File: config.mk
export PLATFORM = sky130hd
export DESIGN_NAME = time_of_day_counter
export DESIGN_NICKNAME = d
export VERILOG_FILES = /design/src/rtl/clock_pkg.sv /design/src/rtl/wrap_counter.sv /design/src/rtl/time_of_day_counter.sv
export SDC_FILE = /design/constraint.sdc
export NUM_CORES = 1
export LEC_CHECK = 0
export CELL_PAD_IN_SITES_DETAIL_PLACEMENT = 1
export CELL_PAD_IN_SITES_GLOBAL_PLACEMENT = 2
export CORE_MARGIN = 2
export CORE_UTILIZATION = 37
export CTS_CLUSTER_DIAMETER = 80
export DETAILED_ROUTE_END_ITERATION = 10
export DONT_BUFFER_PORTS = 1
export MAX_ROUTING_LAYER = met4
export PLACE_DENSITY = 0.76
export SYNTH_ARGS = -nofsm -noshare
export SYNTH_HDL_FRONTEND = slang
export SYNTH_SLANG_ARGS = --single-unit
File: constraint.sdc
create_clock -name clk -period 8.1 [get_ports clk]
set_input_delay 2.43 -clock clk [delete_from_list [all_inputs] [get_ports clk]]
set_output_delay 2.43 -clock clk [all_outputs]
set_load 0.03 [all_outputs]
File: src/rtl/clock_pkg.sv
// Shared widths, field limits and cursor codes for the time-of-day keeper.
package clock_pkg;

  localparam int unsigned FIELD_W = 6;
  localparam int unsigned SEC_MAX = 59;
  localparam int unsigned MIN_MAX = 59;
  localparam int unsigned CUR_W   = 3;

  localparam logic [CUR_W-1:0] CUR_SEC  = 3'b001;
  localparam logic [CUR_W-1:0] CUR_MIN  = 3'b010;
  localparam logic [CUR_W-1:0] CUR_HOUR = 3'b100;

endpackage

File: src/rtl/wrap_counter.sv
// Modulo-(MAX+1) up/down counter; carry_out flags an increment wrapping MAX -> 0.
module wrap_counter #(
  parameter int unsigned MAX = 59,
  parameter int unsigned W   = 6
) (
  input  logic         clk,
  input  logic         reset,
  input  logic         clr,
  input  logic         inc,
  input  logic         dec,
  output logic [W-1:0] count,
  output logic         carry_out
);

  localparam logic [W-1:0] MaxVal = W'(MAX);

  logic doInc;
  logic doDec;

  // Simultaneous inc and dec cancel out.
  assign doInc     = inc & ~dec;
  assign doDec     = dec & ~inc;
  assign carry_out = doInc && (count == MaxVal);

  always_ff @(posedge clk) begin
    if (reset || clr) begin
      count <= '0;
    end else if (doInc) begin
      count <= (count == MaxVal) ? '0 : count + W'(1);
    end else if (doDec) begin
      count <= (count == '0) ? MaxVal : count - W'(1);
    end
  end

endmodule

File: src/rtl/time_of_day_counter.sv
// Time-of-day keeper: 1 Hz prescaler, sec/min/hour chain with carries,
// cursor-directed edits with deferred ticks, and a 12/24-hour formatter.
module time_of_day_counter #(
  parameter int unsigned CLK_HZ    = 100_000_000,
  parameter int unsigned HOURS_DAY = 24,
  parameter int unsigned FIELD_W   = 6
) (
  input  logic               clk,
  input  logic               reset,
  input  logic               run,
  input  logic               clear,
  input  logic               up,
  input  logic               down,
  input  logic [2:0]         cursor,
  input  logic               mode_24h,
  output logic [FIELD_W-1:0] second_out,
  output logic [FIELD_W-1:0] minute_out,
  output logic [FIELD_W-1:0] hour_out,
  output logic               pm,
  output logic               sec_tick,
  output logic               day_pulse
);
  import clock_pkg::*;

  localparam int unsigned        PSC_W    = (CLK_HZ > 1) ? $clog2(CLK_HZ) : 1;
  localparam logic [PSC_W-1:0]   PscLast  = PSC_W'(CLK_HZ - 1);
  localparam logic [FIELD_W-1:0] HalfDay  = FIELD_W'(HOURS_DAY / 2);

  logic [PSC_W-1:0]   prescaler;
  logic               tickPending;
  logic [FIELD_W-1:0] hourVal;

  logic tickNow;
  logic editValid;
  logic applyTick;
  logic secCarry, minCarry, hourCarry;
  logic secInc, secDec, minInc, minDec, hourInc, hourDec;

  // An edit needs exactly one direction and a one-hot cursor.
  assign editValid = (up ^ down) &&
                     (cursor == CUR_SEC || cursor == CUR_MIN || cursor == CUR_HOUR);
  assign tickNow   = run && (prescaler == PscLast);
  assign applyTick = !clear && !editValid && (tickPending || tickNow);

  // Tick increments ride the carry chain; edits touch one field and never carry.
  assign secInc  = applyTick | (editValid & up & (cursor == CUR_SEC));
  assign secDec  = editValid & down & (cursor == CUR_SEC);
  assign minInc  = (applyTick & secCarry) | (editValid & up & (cursor == CUR_MIN));
  assign minDec  = editValid & down & (cursor == CUR_MIN);
  assign hourInc = (applyTick & minCarry) | (editValid & up & (cursor == CUR_HOUR));
  assign hourDec = editValid & down & (cursor == CUR_HOUR);

  wrap_counter #(.MAX(SEC_MAX), .W(FIELD_W)) secCounter (
    .clk      (clk),
    .reset    (reset),
    .clr      (clear),
    .inc      (secInc),
    .dec      (secDec),
    .count    (second_out),
    .carry_out(secCarry)
  );

  wrap_counter #(.MAX(MIN_MAX), .W(FIELD_W)) minCounter (
    .clk      (clk),
    .reset    (reset),
    .clr      (clear),
    .inc      (minInc),
    .dec      (minDec),
    .count    (minute_out),
    .carry_out(minCarry)
  );

  wrap_counter #(.MAX(HOURS_DAY - 1), .W(FIELD_W)) hourCounter (
    .clk      (clk),
    .reset    (reset),
    .clr      (clear),
    .inc      (hourInc),
    .dec      (hourDec),
    .count    (hourVal),
    .carry_out(hourCarry)
  );

  // Prescaler, deferred-tick flag and output strobes.
  always_ff @(posedge clk) begin
    if (reset || clear) begin
      prescaler   <= '0;
      tickPending <= 1'b0;
      sec_tick    <= 1'b0;
      day_pulse   <= 1'b0;
    end else begin
      if (run) begin
        prescaler <= tickNow ? '0 : prescaler + PSC_W'(1);
      end
      // An edit defers any due tick; otherwise a due tick is consumed now.
      tickPending <= editValid ? (tickPending | tickNow) : 1'b0;
      sec_tick    <= applyTick;
      day_pulse   <= applyTick & hourCarry;
    end
  end

  // 12-hour view maps 0 -> noon/midnight label, afternoon hours fold down.
  always_comb begin
    hour_out = hourVal;
    if (!mode_24h) begin
      if (hourVal == '0) begin
        hour_out = HalfDay;
      end else if (hourVal > HalfDay) begin
        hour_out = hourVal - HalfDay;
      end
    end
  end

  assign pm = (hourVal >= HalfDay);

endmodule

# After elaboration in Yosys (flattened, before gate mapping)
# Cells that the tools add are included.
# classes
bitwise_logic	29
n_addsub	8
n_mux	16
reduce_logical	20
n_eq_ne	7
magnitude_cmp	2
# ops
cell	n
$mux W6	15
$add A27 B1 Y27 const B	1
$eq A27 B27 Y1 const B	1
$mux W27	1
$add A6 B1 Y6 const B	3
$logic_not A6 Y1	3
$sub A6 B1 Y6 const B	3
$and A1 B1 Y1	17
$eq A6 B6 Y1 const B	2
$logic_and A1 B1 Y1	7
$not A1 Y1	7
$eq A6 B5 Y1 const B	1
$ge A6 B4 Y1 const B	1
$gt A6 B4 Y1 const B	1
$reduce_bool A2 Y1	3
$sub A6 B4 Y6 const B	1
$logic_or A1 B1 Y1	4
$or A1 B1 Y1	4
$eq A3 B1 Y1 const B	1
$eq A3 B2 Y1 const B	1
$eq A3 B3 Y1 const B	1
$logic_not A1 Y1	2
$reduce_or A2 Y1	1
$xor A1 B1 Y1	1
# totals
input_bits	10
wordCells	89
register_bits	48
output_inout_bits	21

# Depth between registers and ports, before layout
# logic_depth
depth_word	20
mapped_depth	22

# Modules after synthesis
# From an unflattened synthesis, not the netlist that was laid out.
# hier_totals
cells_unflattened	424
hier_area_um2	3372.0
# by_module_without_submodules
module	area_each_um2	cells_per_inst	n_inst	seq_area_each_um2
time_of_day_counter	1736.7	209	1	600.6
wrap_counter (minCounter ...)	554.3	73	2	120.1
wrap_counter (hourCounter)	526.8	69	1	120.1

# Least setup slack after synthesis
# OpenSTA, ideal clock, no wires.
# synth_timing
path_type	input to register
start	input run
end	register hourCounter.count[3]
setup_ns	0.070
path_slack_ns	1.323
cell_stages	20
t_arrival_ns	6.706
cell_sequence	and3_1 -> nand3_1 -> or4_1 -> buf_2 -> a221o_1 -> nand2_1 -> ha_1 -> clkbuf_1 -> nand3_1 -> o31ai_2 -> ha_1 -> clkbuf_1 -> nand3_1 -> o31ai_1 -> ha_1 -> clkbuf_1 -> and2_1 -> a22oi_1 -> or3_1 -> a21oi_1
# synth_between
elab_chain_len	15
# synth_rtl
element	line_no	text
start, declared	time_of_day_counter.sv:10	input logic run,
$logic_and A1 B1 Y1 (*)	time_of_day_counter.sv:42	assign tickNow = run && (prescaler == PscLast);
$logic_or A1 B1 Y1 (*)	time_of_day_counter.sv:43	assign applyTick = !clear && !editValid && (tickPending || tickNow);
$logic_and A1 B1 Y1 (*)	time_of_day_counter.sv:43	
$or A1 B1 Y1	time_of_day_counter.sv:46	assign secInc = applyTick | (editValid & up & (cursor == CUR_SEC));
$and A1 B1 Y1	wrap_counter.sv:21	assign doInc = inc & ~dec;
$logic_and A1 B1 Y1	wrap_counter.sv:23	assign carry_out = doInc && (count == MaxVal);
$and A1 B1 Y1	time_of_day_counter.sv:48	assign minInc = (applyTick & secCarry) | (editValid & up & (cursor == CUR_MIN));
$or A1 B1 Y1	time_of_day_counter.sv:48	
$and A1 B1 Y1	wrap_counter.sv:21	
$logic_and A1 B1 Y1	wrap_counter.sv:23	
$and A1 B1 Y1 (*)	time_of_day_counter.sv:50	assign hourInc = (applyTick & minCarry) | (editValid & up & (cursor == CUR_HOUR));
$or A1 B1 Y1 (*)	time_of_day_counter.sv:50	
$not A1 Y1	wrap_counter.sv:22	assign doDec = dec & ~inc;
$and A1 B1 Y1	wrap_counter.sv:22	
$reduce_bool A2 Y1 (no line)	--	
end signal, assigned	wrap_counter.sv:29	count <= (count == MaxVal) ? '0 : count + W'(1);
end signal, assigned	wrap_counter.sv:31	count <= (count == '0) ? MaxVal : count - W'(1);
end, declared	wrap_counter.sv:11	output logic [W-1:0] count,
# Mark *: on every way between the ends. The rest lies on a longest branch, timed or not.
# A chain may end at the register's enable or synchronous reset.

# Worst setup path after layout
# layout_timing
start	input run
end	register hourCounter.count[2]
# Same word-level chain as after synthesis.

==> impl_summary.md <==
Die
The initial utilization of the core area, before any placement, comes to ~38%. In this run the core area contains 33 standard-cell rows. The die boundary width is around 95 um.

The count of pins on the block boundary is 31. The die covers 9090 sq um. The vertical die dimension is 95.3 um. The region available for standard cell placement spans just over 8000 sq um.

Setup path
In this design, the stage delay of the slowest critical-path cell is 0.67 ns. The endpoint of the most critical register-to-register path is hourCounter.count[2]$_SDFFE_PP0P_. The cell depth of the worst flop-to-flop path is 18. Data on the critical path is required at its endpoint by 8.31 ns. The beginning of the critical path is run.

STA classifies the critical path endpoint as a register. The worst setup path is launched from an input pin. The worst setup path is of the in -> reg kind.

Data on the critical path arrives at its endpoint at between 7 and 8 ns. On the critical path, the stage with the largest delay is an instance of sky130_fd_sc_hd__or4_1. The largest fanout of any net on the critical path is 13. Traced cell by cell, the critical path runs through and3_1, nand3_1, buf_4, or4_1, a221o_1, nand2_1, ha_1, nand3_1, o31ai_2, ha_1, nand3_1, o31ai_1, ha_1, and2_1, a211oi_1, a21o_1, a221oi_1. Setup slack on the worst reg-to-reg path comes out at ~2.7 ns. The reg-to-reg startpoint is prescaler[0]$_SDFFE_PP0P_.

Logic synthesis
The synthesized area is 3090 sq um. The post-synthesis async set-or-reset flop share is 0%. Ranked by total cell area, the synthesized netlist is headed by sky130_fd_sc_hd__dfxtp_1, sky130_fd_sc_hd__nor2_1, sky130_fd_sc_hd__ha_1, sky130_fd_sc_hd__a21oi_1, sky130_fd_sc_hd__nand3_1.

The primary flip-flop cell chosen by synthesis mapping is sky130_fd_sc_hd__dfxtp_1. Counting every net in the synthesized netlist gives 437. The number of distinct standard cells referenced by the synthesized netlist is between 40 and 50. Of all cell types, the one taking the most synthesized area is sky130_fd_sc_hd__dfxtp_1. The number of register bits inferred by synthesis is 48. The post-synthesis instance total is a little over 400. Of the synthesized area, sequential elements account for 31.1%. During synthesis, Yosys emitted a total of 0 warnings.

Summed over its instances, the top area cell type makes up slightly above 30% of the synthesized netlist area. The mean cell area of the mapped netlist is approximately 7.5 sq um. Yosys mapped a number of flops with a built-in enable equal to 0. The library cell with the highest instance count after synthesis is sky130_fd_sc_hd__nor2_1. Counting instances in the post-synthesis netlist gives the leading cell types as sky130_fd_sc_hd__nor2_1, sky130_fd_sc_hd__dfxtp_1, sky130_fd_sc_hd__a21oi_1, sky130_fd_sc_hd__nand2_1, sky130_fd_sc_hd__nand3_1.

Timing
The count of final hold-check violations is 0. The final setup violation count is 0. Timing would allow up to roughly 0.14 GHz. The worst path meets setup with between 1 and 1.5 ns of slack.

Setup repair after global routing left no endpoint under its margin. The ratio of final minimum period to clock period is a little under nine tenths. The smallest clock period supported by the final layout is computed as between 6 and 7 ns.

The final sum of negative setup slack is 0 ns. Between clock sinks in the finished design, the worst skew comes to approximately 0.011 ns. The max-slew violation count is 0. The slew of the pin with the lowest slew margin is a little over 0.9 ns. The relative max-transition margin is a little under two fifths.

Pwr
The largest vdd supply drop is 0.0558 mV. The static leakage power is 1.08 nW. The post-route total power is roughly 410 uW. Dividing total power by cell area gives a power density of 128 nW/um^2.

Finish
The count of cells in the finished layout, fillers not included, comes to between 500 and 600. The area growth from synthesis to layout is 4.54%. The share of final-layout standard cells stronger than drive strength 1 is about 3.5%. The number of diodes added for antenna fixing is 0. For this run, the post-layout net count is about 430. The final core utilization is approximately 40%.

GRT
After global routing the overflow that remains totals 0. The via count of the first global-routing pass was about 2,700. Entering global routing, the biggest net connects 25 pins. The global-route usage over all layers is between 10% and 20%.

The initial antenna violation count is 0. The wire length of the first global-routing pass is around 13,000 um.

Detailed routing
The number of nets with antenna violations after detailed routing is 0. The post-detailed-route DRC marker count is 0. The number of vias in the routed layout is 2,822. The detailed router finished its first iteration with between 60 and 70 violations.

The number of detailed-routing iterations run before antenna repair is 4. Dividing the detail-routed via count by the number of cells gives roughly 5.6. The routed wire length per instance is 15.6 um. Wires add up to approximately 8000 um.

Min path
In this run the most critical hold path is launched from tickPending$_SDFF_PP0_. The classification of the worst-slack hold path is reg -> reg. The hold path depth is 2. The worst hold path terminates at tickPending$_SDFF_PP0_.

Clock tree
The number of resized instances in the post-cts repair step is 0. The CTS tree is yes. The H-tree level count is 2. The clock passes through at most 2 buffers.

Buffers inserted to repair hold after CTS numbered 0. The cell sitting at the root of the clock tree is a sky130_fd_sc_hd__clkbuf_8. After clock tree synthesis, the clock-pin slew on the worst setup and hold paths is 0.09 ns. Counting every sink on the clock net gives 48.

The clock latency of the later-clocked register in the worst-skew pair is between 0.3 and 0.4 ns. The post-CTS setup-driven buffer insertion count is 0. Clock tree synthesis inserted a total of 5 buffers.

Placement
Input and output buffers added on the ports amount to 0. The placed cell count is about 500. At the end of routability-driven placement, the weighted congestion stood at 0.827. The post-DP HPWL is just under 6000 um.

The worst slack after detailed placement is approximately 0.8 ns.

Run status
The flow ran to the end, and the final reports show no timing, DRC or antenna violations.

Job
The number of violations of the max-capacitance limit is 0.
[layout by cell type, fill, tap and decap left out, types with 6 or more instances in the layout]
| master | n |
|---|---|
| sky130_fd_sc_hd__nor2_1 | 57 |
| sky130_fd_sc_hd__nand4_1 | 12 |
| sky130_fd_sc_hd__dfxtp_1 | 48 |
| sky130_fd_sc_hd__xnor2_1 | 15 |
| sky130_fd_sc_hd__inv_1 | 19 |
| sky130_fd_sc_hd__nor3_1 | 18 |
| sky130_fd_sc_hd__or3_1 | 7 |
| sky130_fd_sc_hd__nor2b_1 | 6 |
| sky130_fd_sc_hd__xor2_1 | 12 |
| sky130_fd_sc_hd__a21oi_1 | 30 |
| sky130_fd_sc_hd__nand2_1 | 27 |
| sky130_fd_sc_hd__o21ai_0 | 23 |
| sky130_fd_sc_hd__nand3_1 | 27 |
| sky130_fd_sc_hd__ha_1 | 16 |
[metal layers]
metal	part of all wire [%]	vias up	routed length (um)	GRT usage, %
li1	-	1434	-	-
met1	49	1332	3870	24.3
met4	1.0	0	82	5.43
met2	45	49	3530	28.7
met3	4.9	7	384	3.95
met5	0	-	0	-
[where the power goes]
| group | leakage [nW] | total [mW] | switching [mW] | internal (mW) |
|---|---|---|---|---|
| logic | 0.655 | 0.0325 | 0.0211 | 0.0115 |
| registers | 0.387 | 0.242 | 0.00473 | 0.237 |
| clock network | 0.0410 | 0.140 | 0.0806 | 0.0589 |
[metrics by stage]
stage / hold WS (ns) / instance area, sq um
3_5_place_dp: 0.451 / 3150
3_3_place_gp: 0.437 / 3150
5_1_grt: 0.500 / 3230
4_1_cts: 0.465 / 3230
2_1_floorplan: 0.428 / 3090
6_report: 0.463 / 3230
[final cells by class]
| type | instances | area (sq um) |
|---|---|---|
| inverter | 19 | 71.3 |
| clock buffer | 6 | 72.6 |
| multi-input combinational | 324 | 1980 |
| timing repair buffer | 1 | 7.51 |
| fill | 1012 | 4910 |
| clock inverter | 1 | 5.00 |
| tap | 105 | 131 |
| sequential | 48 | 961 |
[sequential cells by signal, summed over array words and instances (netlist names)]
signal / flops
day_pulse: 1
hourCounter.count: 6
minCounter.count: 6
prescaler: 27
secCounter.count: 6
sec_tick: 1
tickPending: 1
[worst max-delay path: cells and delay by family]
kind            cells  cell delay, ns
fa+ha+maj           3            1.24
simple gates        7            1.66
buf+inv             1            0.19
compound gates      6            1.62
[logic make-up (layout without fill, tap and decap cells)]
| family | after synthesis | in the layout | synth area share [%] |
|---|---|---|---|
| AO/OA/AOI/OAI | 89 | 89 | 18.0 |
| XOR/XNOR | 27 | 27 | 7.66 |
| adder cells (fa/ha/maj) | 16 | 16 | 6.49 |
| buffers and inverters | 39 | 27 | 4.78 |
| flip-flops | 48 | 48 | 31.1 |
| multiplexers | 2 | 2 | 0.649 |
| AND/OR/NAND/NOR | 190 | 190 | 31.3 |
[how the worst max path moves through the flow]
stage                                        endpoint  slack (ns)  depth (start not counted)
global placement    hourCounter.count[3]$_SDFFE_PP0P_        0.96                         17
floorplan           hourCounter.count[3]$_SDFFE_PP0P_        1.32                         20
finish              hourCounter.count[2]$_SDFFE_PP0P_        1.14                         17
CTS                 hourCounter.count[3]$_SDFFE_PP0P_        1.13                         17
detailed placement  hourCounter.count[3]$_SDFFE_PP0P_        0.82                         17
global route        hourCounter.count[2]$_SDFFE_PP0P_        0.78                         17
Note: power is estimated with default switching activity, not from simulation.
